===== src/rtl/partition_error_meter.sv =====
// Exhaustive-sweep error meter: drives every IN_W-bit vector to a partition pair and accumulates error metrics.
// Optional max-error tracking is built only when the ERR_MAX_EN macro is defined.
module partition_error_meter #(
    parameter int IN_W  = 7,
    parameter int OUT_W = 4
) (
    input  logic                                 clk,
    input  logic                                 rst_n,
    input  logic                                 start,
    output logic [IN_W-1:0]                      pi_out,
    input  logic [OUT_W-1:0]                     po_exact,
    input  logic [OUT_W-1:0]                     po_approx,
    output logic                                 busy,
    output logic                                 done,
    output logic [IN_W:0]                        mismatch_cnt,
    output logic [IN_W+$clog2(OUT_W+1)-1:0]      hd_sum,
    output logic [IN_W+OUT_W-1:0]                abs_err_sum,
    output logic [OUT_W-1:0]                     max_abs_err
);

    localparam int PC_W  = $clog2(OUT_W + 1);
    localparam int MM_W  = IN_W + 1;
    localparam int HD_W  = IN_W + PC_W;
    localparam int ABS_W = IN_W + OUT_W;

    typedef enum logic [1:0] {
        S_IDLE  = 2'd0,
        S_SWEEP = 2'd1,
        S_DRAIN = 2'd2,
        S_DONE  = 2'd3
    } state_t;

    state_t             r_state;
    state_t             w_state_next;
    logic [IN_W-1:0]    r_cnt;
    logic               w_start_sweep;
    logic               w_last_vec;

    logic               r_cap_vld;
    logic [OUT_W-1:0]   r_cap_exact;
    logic [OUT_W-1:0]   r_cap_approx;

    logic [OUT_W-1:0]   w_diff;
    logic [PC_W-1:0]    w_popcnt;
    logic [OUT_W-1:0]   w_abs_err;
    logic               w_ne;

    logic [MM_W-1:0]    r_mismatch_cnt;
    logic [HD_W-1:0]    r_hd_sum;
    logic [ABS_W-1:0]   r_abs_err_sum;

    // start is only honoured when no sweep is in flight
    assign w_start_sweep = start && ((r_state == S_IDLE) || (r_state == S_DONE));
    assign w_last_vec    = (r_cnt == {IN_W{1'b1}});

    always_ff @(posedge clk or negedge rst_n) begin
        if (!rst_n) begin
            r_state <= S_IDLE;
        end else begin
            r_state <= w_state_next;
        end
    end

    always_comb begin
        w_state_next = r_state;
        case (r_state)
            S_IDLE:  if (start) w_state_next = S_SWEEP;
            S_SWEEP: if (w_last_vec) w_state_next = S_DRAIN;
            S_DRAIN: w_state_next = S_DONE;
            S_DONE:  if (start) w_state_next = S_SWEEP;
            default: w_state_next = S_IDLE;
        endcase
    end

    // Vector counter doubles as pi_out; it is held at 0 outside SWEEP so pi_out reads 0 there.
    always_ff @(posedge clk or negedge rst_n) begin
        if (!rst_n) begin
            r_cnt <= '0;
        end else if (w_start_sweep) begin
            r_cnt <= '0;
        end else if ((r_state == S_SWEEP) && !w_last_vec) begin
            r_cnt <= r_cnt + 1'b1;
        end else begin
            r_cnt <= '0;
        end
    end

    assign pi_out = r_cnt;
    assign busy   = (r_state == S_SWEEP) || (r_state == S_DRAIN);
    assign done   = (r_state == S_DONE);

    always_ff @(posedge clk or negedge rst_n) begin
        if (!rst_n) begin
            r_cap_vld    <= 1'b0;
            r_cap_exact  <= '0;
            r_cap_approx <= '0;
        end else if (w_start_sweep) begin
            r_cap_vld    <= 1'b0;
        end else begin
            r_cap_vld <= (r_state == S_SWEEP);
            if (r_state == S_SWEEP) begin
                r_cap_exact  <= po_exact;
                r_cap_approx <= po_approx;
            end
        end
    end

    assign w_diff    = r_cap_exact ^ r_cap_approx;
    assign w_ne      = |w_diff;
    assign w_abs_err = (r_cap_exact >= r_cap_approx) ? (r_cap_exact - r_cap_approx)
                                                     : (r_cap_approx - r_cap_exact);

    always_comb begin
        w_popcnt = '0;
        for (int i = 0; i < OUT_W; i++) begin
            w_popcnt = w_popcnt + {{(PC_W-1){1'b0}}, w_diff[i]};
        end
    end

    always_ff @(posedge clk or negedge rst_n) begin
        if (!rst_n) begin
            r_mismatch_cnt <= '0;
            r_hd_sum       <= '0;
            r_abs_err_sum  <= '0;
        end else if (w_start_sweep) begin
            r_mismatch_cnt <= '0;
            r_hd_sum       <= '0;
            r_abs_err_sum  <= '0;
        end else if (r_cap_vld) begin
            r_mismatch_cnt <= r_mismatch_cnt + {{(MM_W-1){1'b0}}, w_ne};
            r_hd_sum       <= r_hd_sum + {{IN_W{1'b0}}, w_popcnt};
            r_abs_err_sum  <= r_abs_err_sum + {{IN_W{1'b0}}, w_abs_err};
        end
    end

    assign mismatch_cnt = r_mismatch_cnt;
    assign hd_sum       = r_hd_sum;
    assign abs_err_sum  = r_abs_err_sum;

`ifdef ERR_MAX_EN
    logic [OUT_W-1:0] r_max_abs_err;

    always_ff @(posedge clk or negedge rst_n) begin
        if (!rst_n) begin
            r_max_abs_err <= '0;
        end else if (w_start_sweep) begin
            r_max_abs_err <= '0;
        end else if (r_cap_vld && (w_abs_err > r_max_abs_err)) begin
            r_max_abs_err <= w_abs_err;
        end
    end

    assign max_abs_err = r_max_abs_err;
`else
    assign max_abs_err = '0;
`endif

endmodule


===== config.mk =====
export PLATFORM = sky130hd
export DESIGN_NAME = partition_error_meter
export DESIGN_NICKNAME = d
export VERILOG_FILES = /design/src/rtl/partition_error_meter.sv
export SDC_FILE = /design/constraint.sdc
export NUM_CORES = 1
export LEC_CHECK = 0
export BUFFER_PORTS_ARGS = -buffer_cell sky130_fd_sc_hd__buf_4
export CORE_AREA = 2 2 58 114
export CTS_BUF_LIST = sky130_fd_sc_hd__clkbuf_16
export DETAILED_ROUTE_END_ITERATION = 8
export DIE_AREA = 0 0 60 116
export PLACE_DENSITY = 0.62
export SLEW_MARGIN = 20
export SYNTH_ARGS = -nofsm -noshare
export SYNTH_HDL_FRONTEND = slang
export SYNTH_SLANG_ARGS = --single-unit

===== constraint.sdc =====
create_clock -name clk -period 5.8 [get_ports clk]
set_input_delay 0.29 -clock clk [delete_from_list [all_inputs] [get_ports clk]]
set_output_delay 0.29 -clock clk [all_outputs]
set_load 0.005 [all_outputs]

==> results of run 1 <==
[worst paths after layout]
kind,cells past startpoint,slack [ns],from,to
hold / removal,1,-0.0002,rst_n,hd_sum[2]
setup reg to reg,13,2.76,r_cap_exact[0],abs_err_sum[5]
max in group asynchronous,1,5.37,rst_n,hd_sum[0]
setup / recovery,13,2.76,r_cap_exact[0],abs_err_sum[5]
hold reg to reg,1,0.49,pi_out[0],pi_out[0]
min in group clk,3,0.20,po_approx[0],r_cap_approx[0]
[registers in the layout (all words and copies together), names as in the netlist]
signal / cells
pi_out: 7
mismatch_cnt: 8
r_state: 2
r_cap_approx: 4
hd_sum: 10
r_cap_exact: 4
r_cap_vld: 1
abs_err_sum: 11
[layer usage]
layer | vias to the layer above | part of all wire, %
met1 | 985 | 40
met4 | 0 | 2.0
li1 | 989 | -
met2 | 37 | 55
met5 | - | 0
met3 | 8 | 3.2
[placed cells by master (no fill, tap or decap), types with 4 or more instances in the layout]
cell type  instances
buf_4             48
o211ai_1           4
a21oi_1           11
ha_1              18
dfrtp_1           47
nand2_1           20
mux2i_1           10
xor2_1            10
nand4_1            6
fa_1               6
clkbuf_16          5
a211oi_1           5
inv_1             17
nand3_1            6
o21ai_0           16
nor2_1            29
xnor2_1           11
conb_1             4
[synthesized netlist by cell type, drive strengths merged, types with 2 or more instances]
cell    instances  area [um2]
a211o           2        17.5
a211oi          5        37.5
a21boi          2        15.0
a21o            3        22.5
a21oi          11        55.1
and2            3        18.8
and3            4        26.3
buf             7        45.0
clkbuf          3        11.3
dfrtp          47        1180
fa              6         120
ha             18         225
inv            17        63.8
mux2            3        33.8
mux2i          10         100
nand2          20        75.1
nand3           7        40.0
nand4           6        37.5
nor2           29         109
nor2b           2        12.5
nor3            2        10.0
o211ai          4        30.0
o21a            3        22.5
o21ai          16        80.1
or3             3        18.8
xnor2          11        96.3
xor2           10        87.6
[report_power, final]
part | total (mW) | switching, mW | internal (mW)
sequential | 0.514 | 0.101 | 0.414
clock | 0.286 | 0.128 | 0.158
combinational | 1.08 | 0.586 | 0.495
[area by class of cell]
type | instances | area share [%]
flip-flops and latches | 47 | 36.5
multi-input cells | 192 | 42.7
repair buffers | 48 | 11.2
clock buffers | 5 | 3.88
clock inverters | 3 | 0.466
well taps | 84 | 3.26
inverters | 17 | 1.98
[critical path, delay by kind of cell, from the launching register on]
family / cells / cell delay, ns
compound gates: 4 / 0.69
fa+ha+maj: 3 / 0.87
buf+inv: 2 / 0.13
flops: 1 / 0.39
mux: 2 / 0.34
simple gates: 2 / 0.57
[cell families after synthesis]
family / after synthesis / synth area share [%]
compound gates: 49 / 11.5
fa+ha+maj: 24 / 13.0
other cells: 1 / 0.141
buf+inv: 27 / 4.51
mux: 13 / 5.03
simple gates: 81 / 14.8
flops: 47 / 44.2
xor+xnor: 21 / 6.91
==> metrics.md, run 1 <==
| Metric | Value |
|---|---|
| Status | complete, but fails checks |
| Failing checks | negative hold slack |
| First-pass GRT wire length | 9310 um |
| Total power | 1.88 mW |
| Post-synthesis sequential area ratio | 44.2% |
| Crit Path Class | reg2reg |
| Final non-filler cell total | 396 |
| Vias per inst | 5.10 |
| All-Layer GR Usage | 17.9% |
| Max-cap viol count | 0 |
| CTS tree | done |
| Crit end category | register |
| Fmax | 329 MHz |
| Hold-fix buffers at CTS | 0 |
| CTS root buffer | clkbuf_16 |
| Area grow syn2layout | 21.1% |
| Clock tree sinks | 47 |
| Relative slew margins | 36.8% |
| Final min period | 3.04 ns |
| RSZ-0062 raised after global routing | false |
| Core Util, Final | 53.2% |
| Area of the multi-input gates | 1380 um2 |
| Setup TNS Final | 0 ns |
| Met1 Use GR | 20.4% |
| CP startpoint kind | register |
| Worst path cell trace | inv_1, ha_1, inv_1, fa_1, a211oi_1, o21bai_1, mux2_2, mux2i_1, ha_1, o21a_1, a21oi_1, or4_1, nand2_1 |
| Overall routed net length | 5760 um |
| Setup Viol. Count Final | 0 |
| Die area | 6960 um2 |
| Post-route cell area | 3220 um2 |
| Core footprint | 6060 um2 |
| Worst EP arrival | 3.27 ns |
| Worst Skew | 0.00560 ns |
| Clock transition at path regs | 0.06 ns |
| Delay of the slowest critical-path stage | 0.49 ns |
| Synth Warn # | 0 |
| Final slew viol count | 0 |
| Dominant synthesized flop cell | dfrtp_1 |
| Initial core utilization | 43.9% |
| Worst slew pin tran | 0.948 ns |
| Hold WS | -0.000233 ns |
| Wire per inst | 14.5 um |
| Ports | 53 |
| Post-synthesis cell type count | 39 |
| Die height | 116 um |
| Initial antenna violation count | 0 |
| Setup Buffers After CTS | 0 |
| Synthesized flop and latch total | 47 |
| Placed inst area | 3080 um2 |
| Worst slack at placement | 2.75 ns |
| Starting DRC count in detailed routing | 41 |
| Aggregate global routing overflow | 0 |
| Bufs on Longest Clock Path | 2 |
| H-tree Lvls | 2 |
| Setup ws final | 2.76 ns |
| Gp weighted congestion | 0.801 |
| Diodes inserted | 0 |
| Clock latency on the worst-skew pair | 0.29 ns |
| Cts repair resizes | 0 |
| Final ANT Viol Nets | 0 |
| DR vias | 2,019 |
| Worst-path fanout max | 5 |
| TritonCTS Buffers | 5 |
| Ratio of cells with drive above 1 in the final layout | 20.5% |
| GR met2 Demand/Resource | 31.1% |
| Hold Fails Final Rpt | 1 |
| Placed Cells | 388 |
| Synthesized cell area | 2660 um2 |
| Die width | 60 um |
| Post-synth EDFFs | 0 |
| Drc violations | 0 |
| CP max-delay cell | or4_1 |
| Layout Nets | 346 |
| Largest net degree at the start of global routing | 48 |
| GRT met3 Usage | 3.91% |
| Router iterations before antenna repair | 4 |
| Buffers on Ports | 48 |
| Rows | 40 |
| Worst EP required | 6.03 ns |
| Max IR drop VDD | 0.364 mV |
| Fin crit share | 52.5% |
| DP Wirelength | 4270 um |
| Vias in the first global route | 2,012 |
| Pwr dens | 584 nW/um2 |
| Synth async-reset ratio | 100% |
| Post-Syn Instances | 263 |
| Syn Area/Cell | 10.1 um2 |
| LEAKAGE | 1.57 nW |
| Fill cells | 584 |
| Hold Crit Class | in2async |
| Most Crowded Layer GR | met2 |
| Sequential cell area | 1180 um2 |
Power figures use the tool's default switching activity.
==> run 2: changes to the inputs <==
- clock period: 5.8 -> 3.1 ns (I/O delays scaled with it)
==> run 2 against run 1 <==
The flow now finishes without violations. Via count rose by 1.6%. Hold slack improved by 0.072 ns. Highest routed layer unchanged. Non-clock buffer count rose by 3. Clock power rose by 81%. Die area did not move. First-iteration DRC count rose by 54%.
==> metrics.md, run 2 (same netlist as run 1, synthesis figures left out) <==
| Metric | Value |
|---|---|
| Status | completed |
| Final slew viol count | 0 |
| Relative slew margins | 33.2% |
| LEAKAGE | 1.59 nW |
| Worst slew pin tran | 1.00 ns |
| Largest net degree at the start of global routing | 48 |
| Worst EP required | 3.33 ns |
| Hold Startpoint | po_exact[2] |
| First-pass GRT wire length | 9580 um |
| Worst EP arrival | 3.13 ns |
| Core Util, Final | 53.9% |
| Crit Path Class | reg2reg |
| Delay of the slowest critical-path stage | 0.47 ns |
| Aggregate global routing overflow | 0 |
| Combinational share of power | 60.1% |
| Vias per inst | 5.14 |
| Area grow syn2layout | 22.7% |
| TritonCTS Buffers | 5 |
| Endpoint, Worst Hold | r_cap_exact[2] |
| Hold Crit Class | in2reg |
| Sw Ratio | 43.3% |
| Ports | 53 |
| Fill cells | 565 |
| Diodes inserted | 0 |
| Router iterations before antenna repair | 4 |
| DR vias | 2,051 |
| Crit end category | register |
| Pwr dens | 1100 nW/um2 |
| Worst R2R Setup Slack | 0.20 ns |
| Initial antenna violation count | 0 |
| Most Crowded Layer GR | met2 |
| Starting DRC count in detailed routing | 63 |
| Worst Skew | 0.00390 ns |
| Met1 Use GR | 21.1% |
| GRT met3 Usage | 3.91% |
| Max-cap viol count | 0 |
| Setup TNS Final | 0 ns |
| Internal Power | 2.04 mW |
| Bufs on Longest Clock Path | 2 |
| Most common cell after layout, fill and taps aside | buf_4 |
| Die area | 6960 um2 |
| Core footprint | 6060 um2 |
| Hold Fails Final Rpt | 0 |
| DP Wirelength | 4240 um |
| Clock share of power | 14.4% |
| Final min period | 2.90 ns |
| GR met2 Demand/Resource | 32.2% |
| Layout Nets | 349 |
| Worst path cell trace | inv_1, ha_1, inv_1, fa_1, a211oi_2, o21bai_2, mux2i_1, xnor2_1, ha_1, o21a_1, a21oi_2, or4_1, nand2_1 |
| CTS tree | done |
| Die width | 60 um |
| Fin crit share | 93.7% |
| Drc violations | 0 |
| Number of flip-flops in the largest register | 11 |
| Rows | 40 |
| Clock latency on the worst-skew pair | 0.29 ns |
| Final ANT Viol Nets | 0 |
| Clock transition at path regs | 0.06 ns |
| Ratio of cells with drive above 1 in the final layout | 21.6% |
| Initial core utilization | 43.9% |
| Overall routed net length | 5750 um |
| Gp weighted congestion | 0.867 |
| CP startpoint kind | register |
| Hold Path Depth | 3 |
| RSZ-0062 raised after global routing | false |
| CP max-delay cell | or4_1 |
| Crit Reg-Reg Startpoint | r_cap_exact[0] |
| Buffers on Ports | 48 |
| All-Layer GR Usage | 18.3% |
| Worst r2r dst | abs_err_sum[5] |
| Die height | 116 um |
| Fmax | 344 MHz |
| Worst-path fanout max | 5 |
| Max IR drop VDD | 0.516 mV |
| Reg power frac | 25.5% |
| H-tree Lvls | 2 |
| Setup Viol. Count Final | 0 |
| Clock tree sinks | 47 |
| Sw power | 1.56 mW |
| R2R depth | 13 |
| CTS root buffer | clkbuf_16 |
| Vias in the first global route | 2,019 |
| Wire per inst | 14.4 um |
| Most frequent cells in the layout | buf_4 (50), dfrtp_1 (47), nor2_1 (29) |
[run 2: worst max-delay path, delay by kind of cell, from the launching register on]
kind	cells	cell delay, ns
xor+xnor	1	0.11
fa+ha+maj	3	0.91
compound gates	4	0.57
simple gates	2	0.55
buf+inv	2	0.12
mux	1	0.20
flops	1	0.38
[run 2: what timing repair did]
item,4_1_cts,5_1_grt
setup endpoints to repair,0,7
hold endpoints to repair,47,0
setup buffers,0,0
hold buffers,1,0
gates resized for setup,0,6
[run 2: cell type report]
type | instances | area, um2 | share of cell area [%]
inverters | 17 | 63.8 | 1.95
repair buffers | 51 | 385 | 11.8
flip-flops and latches | 47 | 1180 | 36.0
multi-input cells | 192 | 1400 | 42.8
clock inverters | 3 | 11.3 | 0.345
clock buffers | 5 | 125 | 3.83
well taps | 84 | 105 | 3.22
[run 2: layer usage]
metal	share of wire (%)	wire length [um]	up-vias
li1	-	-	990
met1	41	2350	1021
met2	55	3140	35
met3	2.9	169	5
met4	1.5	85	0
met5	0	0	-
[run 2: stage by stage]
stage | hold WS [ns] | instance area (um2) | cells | total power, mW | setup slack (ns)
global placement | 0.212 | 3100 | 390 | 3.00 | 0.160
CTS | 0.0681 | 3240 | 399 | 3.57 | 0.0442
floorplan | -0.141 | 2670 | 266 | 2.43 | 0.317
detailed placement | 0.212 | 3100 | 390 | 3.03 | 0.0547
finish | 0.0713 | 3260 | 399 | 3.60 | 0.196
global route | 0.0718 | 3260 | 399 | 3.95 | 0.0296
[run 2: power groups by stage]
stage	clock network, mW	registers (mW)	logic [mW]
after CTS	0.535	0.921	2.11
final	0.519	0.918	2.16
after global routing	0.555	0.943	2.46
after floorplan	0	0.901	1.53
after detailed placement	0	0.932	2.10
after global placement	0	0.929	2.07
[run 2: how the worst max path moves through the flow]
stage | start | end | slack, ns | cells past startpoint
CTS | r_cap_exact[0] | abs_err_sum[7] | 0.04 | 12
detailed placement | r_cap_exact[0] | abs_err_sum[7] | 0.05 | 12
global placement | r_cap_exact[0] | abs_err_sum[7] | 0.16 | 12
floorplan | r_cap_exact[0] | abs_err_sum[9] | 0.32 | 12
global route | r_cap_exact[0] | abs_err_sum[7] | 0.03 | 13
finish | r_cap_exact[0] | abs_err_sum[5] | 0.20 | 13
